--- src/rtl/ofdmbbp_rx_pkg.sv ---
// ofdmbbp_rx_pkg
// Shared constants for the OFDM baseband RX packet scheduler:
//   - state encodings exported on the scheduler's 'state' debug port
//   - done_status completion codes
//   - default widths for the status counters and the command length field
package ofdmbbp_rx_pkg;

  localparam int CNT_W_DEF = 16;
  localparam int LEN_W_DEF = 8;

  // Scheduler FSM encodings (3-bit, visible on the 'state' port)
  localparam logic [2:0] S_IDLE     = 3'd0;
  localparam logic [2:0] S_LOAD     = 3'd1;
  localparam logic [2:0] S_WAIT_DET = 3'd2;
  localparam logic [2:0] S_RUN      = 3'd3;
  localparam logic [2:0] S_PAUSE    = 3'd4;
  localparam logic [2:0] S_DONE     = 3'd5;

  // Completion codes reported on done_status
  localparam logic [1:0] ST_OK      = 2'd0;
  localparam logic [1:0] ST_TIMEOUT = 2'd1;
  localparam logic [1:0] ST_ABORT   = 2'd2;

endpackage

--- src/rtl/ofdmbbp_sat_cnt.sv ---
// ofdmbbp_sat_cnt
// Saturating up-counter used for the scheduler status counters.
// Ports:
//   i_clk    clock
//   i_rst    synchronous active-high reset, clears the count
//   i_inc    increment request for this cycle
//   o_count  current count; sticks at all-ones once reached
module ofdmbbp_sat_cnt #(
  parameter int W = 16
) (
  input  logic         i_clk,
  input  logic         i_rst,
  input  logic         i_inc,
  output logic [W-1:0] o_count
);

  logic [W-1:0] r_count;

  always_ff @(posedge i_clk) begin
    if (i_rst) begin
      r_count <= '0;
    end else if (i_inc && (r_count != {W{1'b1}})) begin
      r_count <= r_count + {{(W-1){1'b0}}, 1'b1};
    end
  end

  assign o_count = r_count;

endmodule

--- src/rtl/ofdmbbp_rx_sched.sv ---
// ofdmbbp_rx_sched
// Receive-packet sequencer between the software command queue and the RX
// demodulator core. Pops one command, loads it into the core, arms on the
// sync packet-detect flag, pulses rx_start, counts output words up to the
// commanded length, pauses, and repeats the command cmd_repeat extra times.
// Detect timeouts, data-queue overflow and software abort (enable low) are
// supervised and summarised in saturating status counters.
//
// Ports:
//   clk, rst                 sample clock, synchronous active-high reset
//   enable                   low aborts any operation in progress
//   timeout_limit            max WAIT_DET cycles, 0 disables the timeout
//   cmd_valid/cmd_ready      command queue; cmd_ready is a one-cycle pop strobe
//   cmd_length/mode/seed/repeat/pause   command fields (latched on pop)
//   packet_detect            sync packet-detect flag
//   rx_cmd_valid/rx_cmd_ready + rx_cmd_length/mode/seed   command to RX core
//   rx_start                 one-cycle start pulse to RX core
//   rx_dout_valid            RX core output word strobe
//   dataq_full               data queue full
//   busy, state              debug/status view of the FSM
//   done, done_status        completion pulse and held completion code
//   pkt_count, timeout_count, overflow_count   saturating status counters
//
// Handshakes: the RX command transfer occurs on a cycle where rx_cmd_valid
// and rx_cmd_ready are both high; rx_cmd_valid, once raised in LOAD, stays
// high with stable fields until that transfer or an abort. The command queue
// pop happens on any cycle where cmd_ready is high (cmd_ready implies
// cmd_valid).
module ofdmbbp_rx_sched
  import ofdmbbp_rx_pkg::*;
#(
  parameter int CNT_W = CNT_W_DEF,
  parameter int LEN_W = LEN_W_DEF
) (
  input  logic             clk,
  input  logic             rst,
  input  logic             enable,
  input  logic [CNT_W-1:0] timeout_limit,
  input  logic             cmd_valid,
  output logic             cmd_ready,
  input  logic [LEN_W-1:0] cmd_length,
  input  logic [1:0]       cmd_mode,
  input  logic [6:0]       cmd_seed,
  input  logic [6:0]       cmd_repeat,
  input  logic [7:0]       cmd_pause,
  input  logic             packet_detect,
  output logic             rx_cmd_valid,
  input  logic             rx_cmd_ready,
  output logic [LEN_W-1:0] rx_cmd_length,
  output logic [1:0]       rx_cmd_mode,
  output logic [6:0]       rx_cmd_seed,
  output logic             rx_start,
  input  logic             rx_dout_valid,
  input  logic             dataq_full,
  output logic             busy,
  output logic [2:0]       state,
  output logic             done,
  output logic [1:0]       done_status,
  output logic [CNT_W-1:0] pkt_count,
  output logic [CNT_W-1:0] timeout_count,
  output logic [CNT_W-1:0] overflow_count
);

  logic [2:0]       r_state;
  logic [LEN_W-1:0] r_len;
  logic [1:0]       r_mode;
  logic [6:0]       r_seed;
  logic [7:0]       r_pause;
  logic [6:0]       r_runs_left;
  logic [CNT_W-1:0] r_tmo;
  logic [LEN_W:0]   r_words;
  logic [7:0]       r_pcnt;
  logic             r_rx_start;
  logic [1:0]       r_done_status;

  logic [2:0]       w_state_nxt;
  logic             w_active;
  logic             w_abort;
  logic             w_pop;
  logic [LEN_W:0]   w_word_target;
  logic [LEN_W:0]   w_words_nxt;
  logic             w_last_word;
  logic [CNT_W-1:0] w_tmo_nxt;
  logic             w_tmo_hit;
  logic             w_detect;
  logic             w_pause_end;
  logic             w_ovf_inc;

  // LOAD..PAUSE are the states an enable drop can abort
  assign w_active = (r_state == S_LOAD) || (r_state == S_WAIT_DET) ||
                    (r_state == S_RUN)  || (r_state == S_PAUSE);
  assign w_abort  = w_active && !enable;
  assign w_pop    = !rst && (r_state == S_IDLE) && enable && cmd_valid;

  // Length 0 stands for a full 2**LEN_W words, hence the extra counter bit
  assign w_word_target = (r_len == '0) ? {1'b1, {LEN_W{1'b0}}} : {1'b0, r_len};
  assign w_words_nxt   = r_words + {{LEN_W{1'b0}}, 1'b1};
  assign w_last_word   = (r_state == S_RUN) && enable && rx_dout_valid &&
                         (w_words_nxt == w_word_target);
  assign w_ovf_inc     = (r_state == S_RUN) && enable && rx_dout_valid && dataq_full;

  // A detect in the same cycle as the timeout hit wins
  assign w_detect  = (r_state == S_WAIT_DET) && enable && packet_detect;
  assign w_tmo_nxt = r_tmo + {{(CNT_W-1){1'b0}}, 1'b1};
  assign w_tmo_hit = (r_state == S_WAIT_DET) && enable && !packet_detect &&
                     (timeout_limit != '0) && (w_tmo_nxt == timeout_limit);

  // Pause of 0 still spends one cycle in PAUSE
  assign w_pause_end = ({1'b0, r_pcnt} + 9'd1) >= {1'b0, r_pause};

  always_comb begin
    w_state_nxt = r_state;
    if (w_abort) begin
      w_state_nxt = S_DONE;
    end else begin
      case (r_state)
        S_IDLE:     if (w_pop) w_state_nxt = S_LOAD;
        S_LOAD:     if (rx_cmd_ready) w_state_nxt = S_WAIT_DET;
        S_WAIT_DET: begin
          if (w_detect)       w_state_nxt = S_RUN;
          else if (w_tmo_hit) w_state_nxt = S_DONE;
        end
        S_RUN:      if (w_last_word) w_state_nxt = S_PAUSE;
        S_PAUSE: begin
          if (w_pause_end) w_state_nxt = (r_runs_left != 7'd0) ? S_LOAD : S_DONE;
        end
        S_DONE:     w_state_nxt = S_IDLE;
        default:    w_state_nxt = S_IDLE;
      endcase
    end
  end

  always_ff @(posedge clk) begin
    if (rst) begin
      r_state       <= S_IDLE;
      r_len         <= '0;
      r_mode        <= '0;
      r_seed        <= '0;
      r_pause       <= '0;
      r_runs_left   <= '0;
      r_tmo         <= '0;
      r_words       <= '0;
      r_pcnt        <= '0;
      r_rx_start    <= 1'b0;
      r_done_status <= ST_OK;
    end else begin
      r_state    <= w_state_nxt;
      r_rx_start <= w_detect && !w_abort;
      if (w_pop) begin
        r_len       <= cmd_length;
        r_mode      <= cmd_mode;
        r_seed      <= cmd_seed;
        r_pause     <= cmd_pause;
        r_runs_left <= cmd_repeat;
      end
      if ((r_state == S_LOAD) && rx_cmd_ready) r_tmo <= '0;
      else if (w_tmo_hit || ((r_state == S_WAIT_DET) && (timeout_limit != '0)))
        r_tmo <= w_tmo_nxt;
      if (w_detect) r_words <= '0;
      else if ((r_state == S_RUN) && enable && rx_dout_valid) r_words <= w_words_nxt;
      if (w_last_word) r_pcnt <= '0;
      else if (r_state == S_PAUSE) r_pcnt <= r_pcnt + 8'd1;
      if (!w_abort && (r_state == S_PAUSE) && w_pause_end && (r_runs_left != 7'd0))
        r_runs_left <= r_runs_left - 7'd1;
      if (w_abort) r_done_status <= ST_ABORT;
      else if (w_tmo_hit) r_done_status <= ST_TIMEOUT;
      else if ((r_state == S_PAUSE) && w_pause_end && (r_runs_left == 7'd0))
        r_done_status <= ST_OK;
    end
  end

  ofdmbbp_sat_cnt #(.W(CNT_W)) u_pkt_cnt (
    .i_clk(clk), .i_rst(rst), .i_inc(w_last_word), .o_count(pkt_count)
  );
  ofdmbbp_sat_cnt #(.W(CNT_W)) u_tmo_cnt (
    .i_clk(clk), .i_rst(rst), .i_inc(w_tmo_hit), .o_count(timeout_count)
  );
  ofdmbbp_sat_cnt #(.W(CNT_W)) u_ovf_cnt (
    .i_clk(clk), .i_rst(rst), .i_inc(w_ovf_inc), .o_count(overflow_count)
  );

  assign cmd_ready     = w_pop;
  assign rx_cmd_valid  = (r_state == S_LOAD) && enable;
  assign rx_cmd_length = r_len;
  assign rx_cmd_mode   = r_mode;
  assign rx_cmd_seed   = r_seed;
  assign rx_start      = r_rx_start && enable;
  assign busy          = (r_state != S_IDLE);
  assign state         = r_state;
  assign done          = (r_state == S_DONE);
  assign done_status   = r_done_status;

endmodule

--- config.mk ---
export PLATFORM = sky130hd
export DESIGN_NAME = ofdmbbp_rx_sched
export DESIGN_NICKNAME = d
export VERILOG_FILES = /design/src/rtl/ofdmbbp_rx_pkg.sv /design/src/rtl/ofdmbbp_sat_cnt.sv /design/src/rtl/ofdmbbp_rx_sched.sv
export SDC_FILE = /design/constraint.sdc
export NUM_CORES = 1
export LEC_CHECK = 0
export ABC_AREA = 1
export BUFFER_PORTS_ARGS = -buffer_cell sky130_fd_sc_hd__buf_2
export CAP_MARGIN = 20
export CORE_ASPECT_RATIO = 1.2
export CORE_MARGIN = 8
export CORE_UTILIZATION = 25
export CTS_CLUSTER_DIAMETER = 60
export DETAILED_ROUTE_END_ITERATION = 10
export GPL_TIMING_DRIVEN = 0
export PLACE_DENSITY = 0.49
export SYNTH_ARGS = -nofsm -noshare
export SYNTH_HDL_FRONTEND = slang
export SYNTH_HIERARCHICAL = 1
export SYNTH_SLANG_ARGS = --single-unit
--- constraint.sdc ---
create_clock -name clk -period 6.8 [get_ports clk]
set_input_delay 0.68 -clock clk [delete_from_list [all_inputs] [get_ports clk]]
set_output_delay 0.68 -clock clk [all_outputs]
set_load 0.02 [all_outputs]
## After elaboration in Yosys (flattened, before gate mapping)

Cells that the tools add are included.

- Input bits: 56
- Flip-flop bits (word level): 119
- Word-level logic and storage cells: 109

- Reductions and logical operators: 49
- Multiplexer cells: 15
- Add/sub/neg operators: 8
- $lt $le $gt $ge: 1
- Equality and inequality tests: 20

Operator list:

| operator | count |
|---|---|
| 16-bit by 1-bit adder with 16-bit output (second input constant) | 4 |
| 16-bit != test (second input constant) | 3 |
| 1-bit logical AND | 26 |
| 3-bit two-way mux | 8 |
| 16-bit == test | 1 |
| 16-bit nonzero test | 1 |
| 3-bit one-hot mux with 5 select lines | 1 |
| 7-bit two-way mux | 2 |
| 5-bit AND reduction | 2 |
| 8-bit by 1-bit adder with 9-bit output (second input constant) | 1 |
| 9-bit by 1-bit adder with 9-bit output (second input constant) | 1 |
| 9-bit == test | 1 |
| 9-bit by 8-bit >= comparator with 1-bit output | 1 |
| 9-bit two-way mux | 1 |
| 3-bit != test (second input constant) | 3 |
| 8-bit by 1-bit adder with 8-bit output (second input constant) | 1 |
| 8-bit logical NOT | 1 |
| 2-bit OR reduction | 4 |
| 7-bit logical NOT | 1 |
| 7-bit nonzero test | 1 |
| 7-bit by 1-bit subtractor with 7-bit output (second input constant) | 1 |
| 3-bit by 2-bit == test with 1-bit output (second input constant) | 2 |
| 3-bit == test (second input constant) | 2 |
| 2-bit two-way mux | 3 |
| other kinds (10) | 21 |

## Logic depth before layout (Yosys ltp)

- Word-level depth: 10
- Gate-level depth with buffers: 20
- Depth with buffers taken out: 19

## Cells and area by module

The synthesis kept the hierarchy.

By module, submodules not included:

| module | cells each | instances | seq. area each (um2) | area an instance (um2) |
|---|---|---|---|---|
| ofdmbbp_rx_sched | 683 | 1 | 1421.4 | 4362.9 |
| ofdmbbp_sat_cnt | 149 | 3 | 320.3 | 929.6 |

## Worst setup path before layout

OpenSTA, ideal clock, no wires.

- Kind: register to register
- From: reg r_tmo[0]
- To: reg u_tmo_cnt.r_count[13] (netlist: u_tmo_cnt/o_count[13])
- Data arrival time: 2313 ps
- Slack: 4372 ps
- Clock period less this slack: 2428 ps
- Library setup time: 115 ps
- Buffers on the path: 1
- Stages on the path, launching flop included: 19
- Required time: 6685 ps
- Cells stage by stage: dfxtp_1 -> ha_1 -> nand2_1 -> nor2_2 -> nand2_2 -> nor2_1 -> nand2_1 -> nand2_1 -> nand2_1 -> nand2_1 -> nand3_1 -> nor4_1 -> buf_2 -> nand3_1 -> or2_0 -> nor2_1 -> nand3_1 -> nand2_1 -> nor2_1

- Cells in the longest elaborated chain, start to end: 4

RTL lines:

| element | line | RTL |
|---|---|---|
| start, declared | ofdmbbp_rx_sched.sv:70 | `logic [CNT_W-1:0] r_tmo;` |
| start signal, assigned | ofdmbbp_rx_sched.sv:158 | `r_tmo <= w_tmo_nxt;` |
| 16-bit by 1-bit adder with 16-bit output | ofdmbbp_rx_sched.sv:104 | `assign w_tmo_nxt = r_tmo + {{(CNT_W-1){1'b0}}, 1'b1};` |
| 16-bit == test | ofdmbbp_rx_sched.sv:106 | `(timeout_limit != '0) && (w_tmo_nxt == timeout_limit);` |
| 1-bit logical AND | ofdmbbp_rx_sched.sv:106 |  |
| via w_tmo_hit | ofdmbbp_rx_sched.sv:84 | `logic w_tmo_hit;` |
| 1-bit logical AND | ofdmbbp_sat_cnt.sv:22 | `end else if (i_inc && (r_count != {W{1'b1}})) begin` |
| end signal, assigned | ofdmbbp_sat_cnt.sv:23 | `r_count <= r_count + {{(W-1){1'b0}}, 1'b1};` |
| end, declared | ofdmbbp_sat_cnt.sv:17 | `logic [W-1:0] r_count;` |

The timed path passes the listed nets, and every way through them passes these cells.
A chain may end at the register's enable or synchronous reset.

## Worst setup path after layout

- From: in rst
- To: out cmd_ready

- Cells in the longest elaborated chain, start to end: 4

RTL lines:

| element | line | RTL |
|---|---|---|
| start, declared | ofdmbbp_rx_sched.sv:36 | `input logic rst,` |
| 1-bit logical NOT | ofdmbbp_rx_sched.sv:93 | `assign w_pop = !rst && (r_state == S_IDLE) && enable && cmd_valid;` |
| 1-bit logical AND (3 in a row) | ofdmbbp_rx_sched.sv:93 |  |
| end, declared | ofdmbbp_rx_sched.sv:40 | `output logic cmd_ready,` |

No other way between the ends.

==> flow_metrics.env <==
export IMPL_areaGrowthSynthToFinish_pct=24.28
export IMPL_hold_depth=3
export IMPL_reg2reg_depth=17
export IMPL_ctsHoldBuffers=0
export IMPL_outcome="finished, final reports clean"
export IMPL_crit_chain="buf_2 > clkinv_1 > nand3_1 > nor2_2 > clkbuf_1 > buf_2"
export IMPL_crit_slowest_cell="nor2_2"
export IMPL_final_setup_tns_ps=0
export IMPL_clk_latency_ps=420
export IMPL_pre_cts_slack_ps=3559
export IMPL_synth_nets=1202
export IMPL_cts_setup_buffers=0
export IMPL_leakage_nw=3.891
export IMPL_worst_pin_slew_ps=661.1
export IMPL_yosysTopAreaCell="dfxtp_1"
export IMPL_dp_final_hpwl_um=16980
export IMPL_startpoint_type="input port"
export IMPL_fill_cells=3228
export IMPL_ys_async_sr_fraction_pct=0
export IMPL_hold_class="input port to flop"
export IMPL_clockBufferDepth=2
export IMPL_synth_most_common_cell="nand2_1"
export IMPL_post_route_period_util_pct=46.42
export IMPL_rr_endpoint="u_tmo_cnt/o_count[13]"
export IMPL_ys_seq_area_share_pct=33.31
export IMPL_die_w_um=170.4
export IMPL_path_clk_slew_ps=60
export IMPL_ant_nets=0
export IMPL_critPathArrivalTime_ps=2480
export IMPL_critPathKind="input port to output pin"
export IMPL_ir_drop_uv=131.1
export IMPL_track_usage_pct=13.03
export IMPL_cp_max_fo=10
export IMPL_synth_top_area_share_pct=33.31
export IMPL_h_tree_depth=4
export IMPL_r2r_start="r_tmo[0]"
export IMPL_drt_wirelength_per_cell_um=12.95
export IMPL_synth_area_per_cell_sq_um=6.329
export IMPL_n_antenna_cell=0
export IMPL_crit_top_cell="buf_2"
export IMPL_crit_buf_inv=4
export IMPL_layout_drive_gt1_share_pct=18.27
export IMPL_cts_resized=0
export IMPL_num_rows=68
export IMPL_grt_max_degree=17
export IMPL_dr_first_iter_drc_count=351
export IMPL_cts_sinks=119
export IMPL_rrSetupSlack_ps=3780
export IMPL_dieArea_sq_mm=0.03430
export IMPL_finalHoldViolations=0
export IMPL_critPathRequiredTime_ps=6120
export IMPL_design_core_area_sq_mm=0.02850
export IMPL_syn_inst=1130
export IMPL_synth_seq_cells=119
export IMPL_fin_ws_ps=3644
export IMPL_setup_viol=0
export IMPL_synth_ff_type="dfxtp_1"
export IMPL_ys_warnings_count=6
export IMPL_routed_wl_um=21720
export IMPL_cap_viol_max_count=0
export IMPL_relSlewSlack_pct=55.77
export IMPL_clock_skew_ps=15.86
export IMPL_synthTopCellsByCount="312 x nand2_1, 185 x nor2_1, 119 x dfxtp_1"
export IMPL_dieHeight_um=201.3
export IMPL_slew_viol_final=0
export IMPL_synth_cell_types=41
export IMPL_cts_made_buffers=17
export IMPL_crit_start="rst"
export IMPL_path_delay_family="buffers and inverters"
export IMPL_io_pins=131
export IMPL_tritoncts="done"
export IMPL_placement_io_buffers=130
export IMPL_nNetsFinal=1351
export IMPL_cp_slowest_stage_delay_ps=530
export IMPL_power_density_mw_per_mm2=266.2
export IMPL_cts_root_buf="clkbuf_16"
export IMPL_synth_edf_count=0
export IMPL_endpoint_kind="output pin"
export IMPL_vias=7439
export IMPL_drtPass1Iterations=5
export IMPL_grt_first_pass_wirelength_um=36050
export IMPL_rsz0062_at_grt="false"
export IMPL_routabilityCongestion=0.8304
export IMPL_start_util_pct=25.09
export IMPL_fmax_mhz=316.8
export IMPL_hold_path_startpoint="cmd_seed[6]"
export IMPL_antenna_found_initial=0
export IMPL_grt_pass1_vias=7413
export IMPL_grt_overflow=0
export IMPL_vias_per_cell=4.436
export IMPL_remaining_drc_errors=0
export IMPL_netlist_top_cells_area="dfxtp_1 33%, nand2_1 16%, nor2_1 9.7%, nand3_1 6.8%, inv_1 5.9%"
export IMPL_period_minus_slack_ps=3156
export IMPL_synth_area_sq_mm=0.007152
export IMPL_hold_slack_ps=450.6
export IMPL_hold_end="rx_cmd_seed[6]"
[cell usage in the layout, fill, tap and decap left out, types with 17 or more instances in the layout]
cell type,netlist,routed
o21ai_0,46,46
nor2_2,38,38
nor2_1,185,185
nand4_1,21,21
clkbuf_16,0,17
a211oi_1,19,19
nand3_1,97,97
buf_2,3,133
inv_1,113,113
nand2_1,312,312
dfxtp_1,119,119
a21oi_1,65,65
[flip-flops by register name, summed over array words and instances, names as in the netlist]
name               cells
rx_cmd_length          8
u_ovf_cnt/o_count     16
state                  3
r_words                9
rx_cmd_seed            7
done_status            2
u_tmo_cnt/o_count     16
rx_cmd_mode            2
r_tmo                 16
r_rx_start             1
r_runs_left            7
r_pcnt                 8
r_pause                8
u_pkt_cnt/o_count     16
[cell families after synthesis]
| kind of cell | share of synthesized area (%) |
|---|---|
| and+or+nand+nor | 43.06 |
| xor gates and xnor gates | 2.169 |
| adders and majority gates | 2.799 |
| AOI/OAI and AO/OA | 11.16 |
| DFF | 33.31 |
| buffers and inverters | 7.505 |
[worst max path at each step]
stage	end	slack [ps]	depth (start not counted)
after floorplan	u_tmo_cnt/o_count[13]	4370	18
after global placement	cmd_ready	3600	6
after detailed placement	cmd_ready	3560	6
after CTS	cmd_ready	3550	6
after global routing	cmd_ready	3480	6
final	cmd_ready	3640	6
[where the power goes]
part	leakage, nW	internal [mW]	switching (mW)
registers	0.963	0.766	0.0672
logic	2.65	0.218	0.380
clock network	0.281	0.579	0.356
total	3.89	1.56	0.804
[tightest hold or removal path, stage by stage]
cell,delay (ps)
buf_2,70
nand2_1,40
o21ai_0,50
[final cells by class]
cell class	count	area (sq um)	area share (%)
multi-input combinational	873	4233	47.62
timing repair buffer	130	650.6	7.320
clock buffer	22	484.2	5.448
inverter	118	442.9	4.983
buffer	20	93.84	1.056
clock inverter	10	120.1	1.351
tap	385	481.7	5.419
sequential	119	2382	26.80
[through the flow]
| step | utilization, % | area [sq um] | cells | power, mW |
|---|---|---|---|---|
| after floorplan | - | 7152 | 1130 | 1.278 |
| after global placement | 29.07 | 8284 | 1645 | 1.445 |
| after detailed placement | 29.07 | 8284 | 1645 | 1.450 |
| after CTS | 31.19 | 8889 | 1677 | 2.411 |
| after global routing | 31.19 | 8889 | 1677 | 2.533 |
| final | 31.19 | 8889 | 1677 | 2.366 |
[metal layers]
layer	global-route usage (%)	vias to the layer above	part of all wire (%)
li1	-	3959	-
met1	14.95	3312	45
met2	22.20	147	48
met3	4.373	21	6.0
met4	4.424	0	1.5
met5	0	-	0
Note: power is estimated with default switching activity, not from simulation.
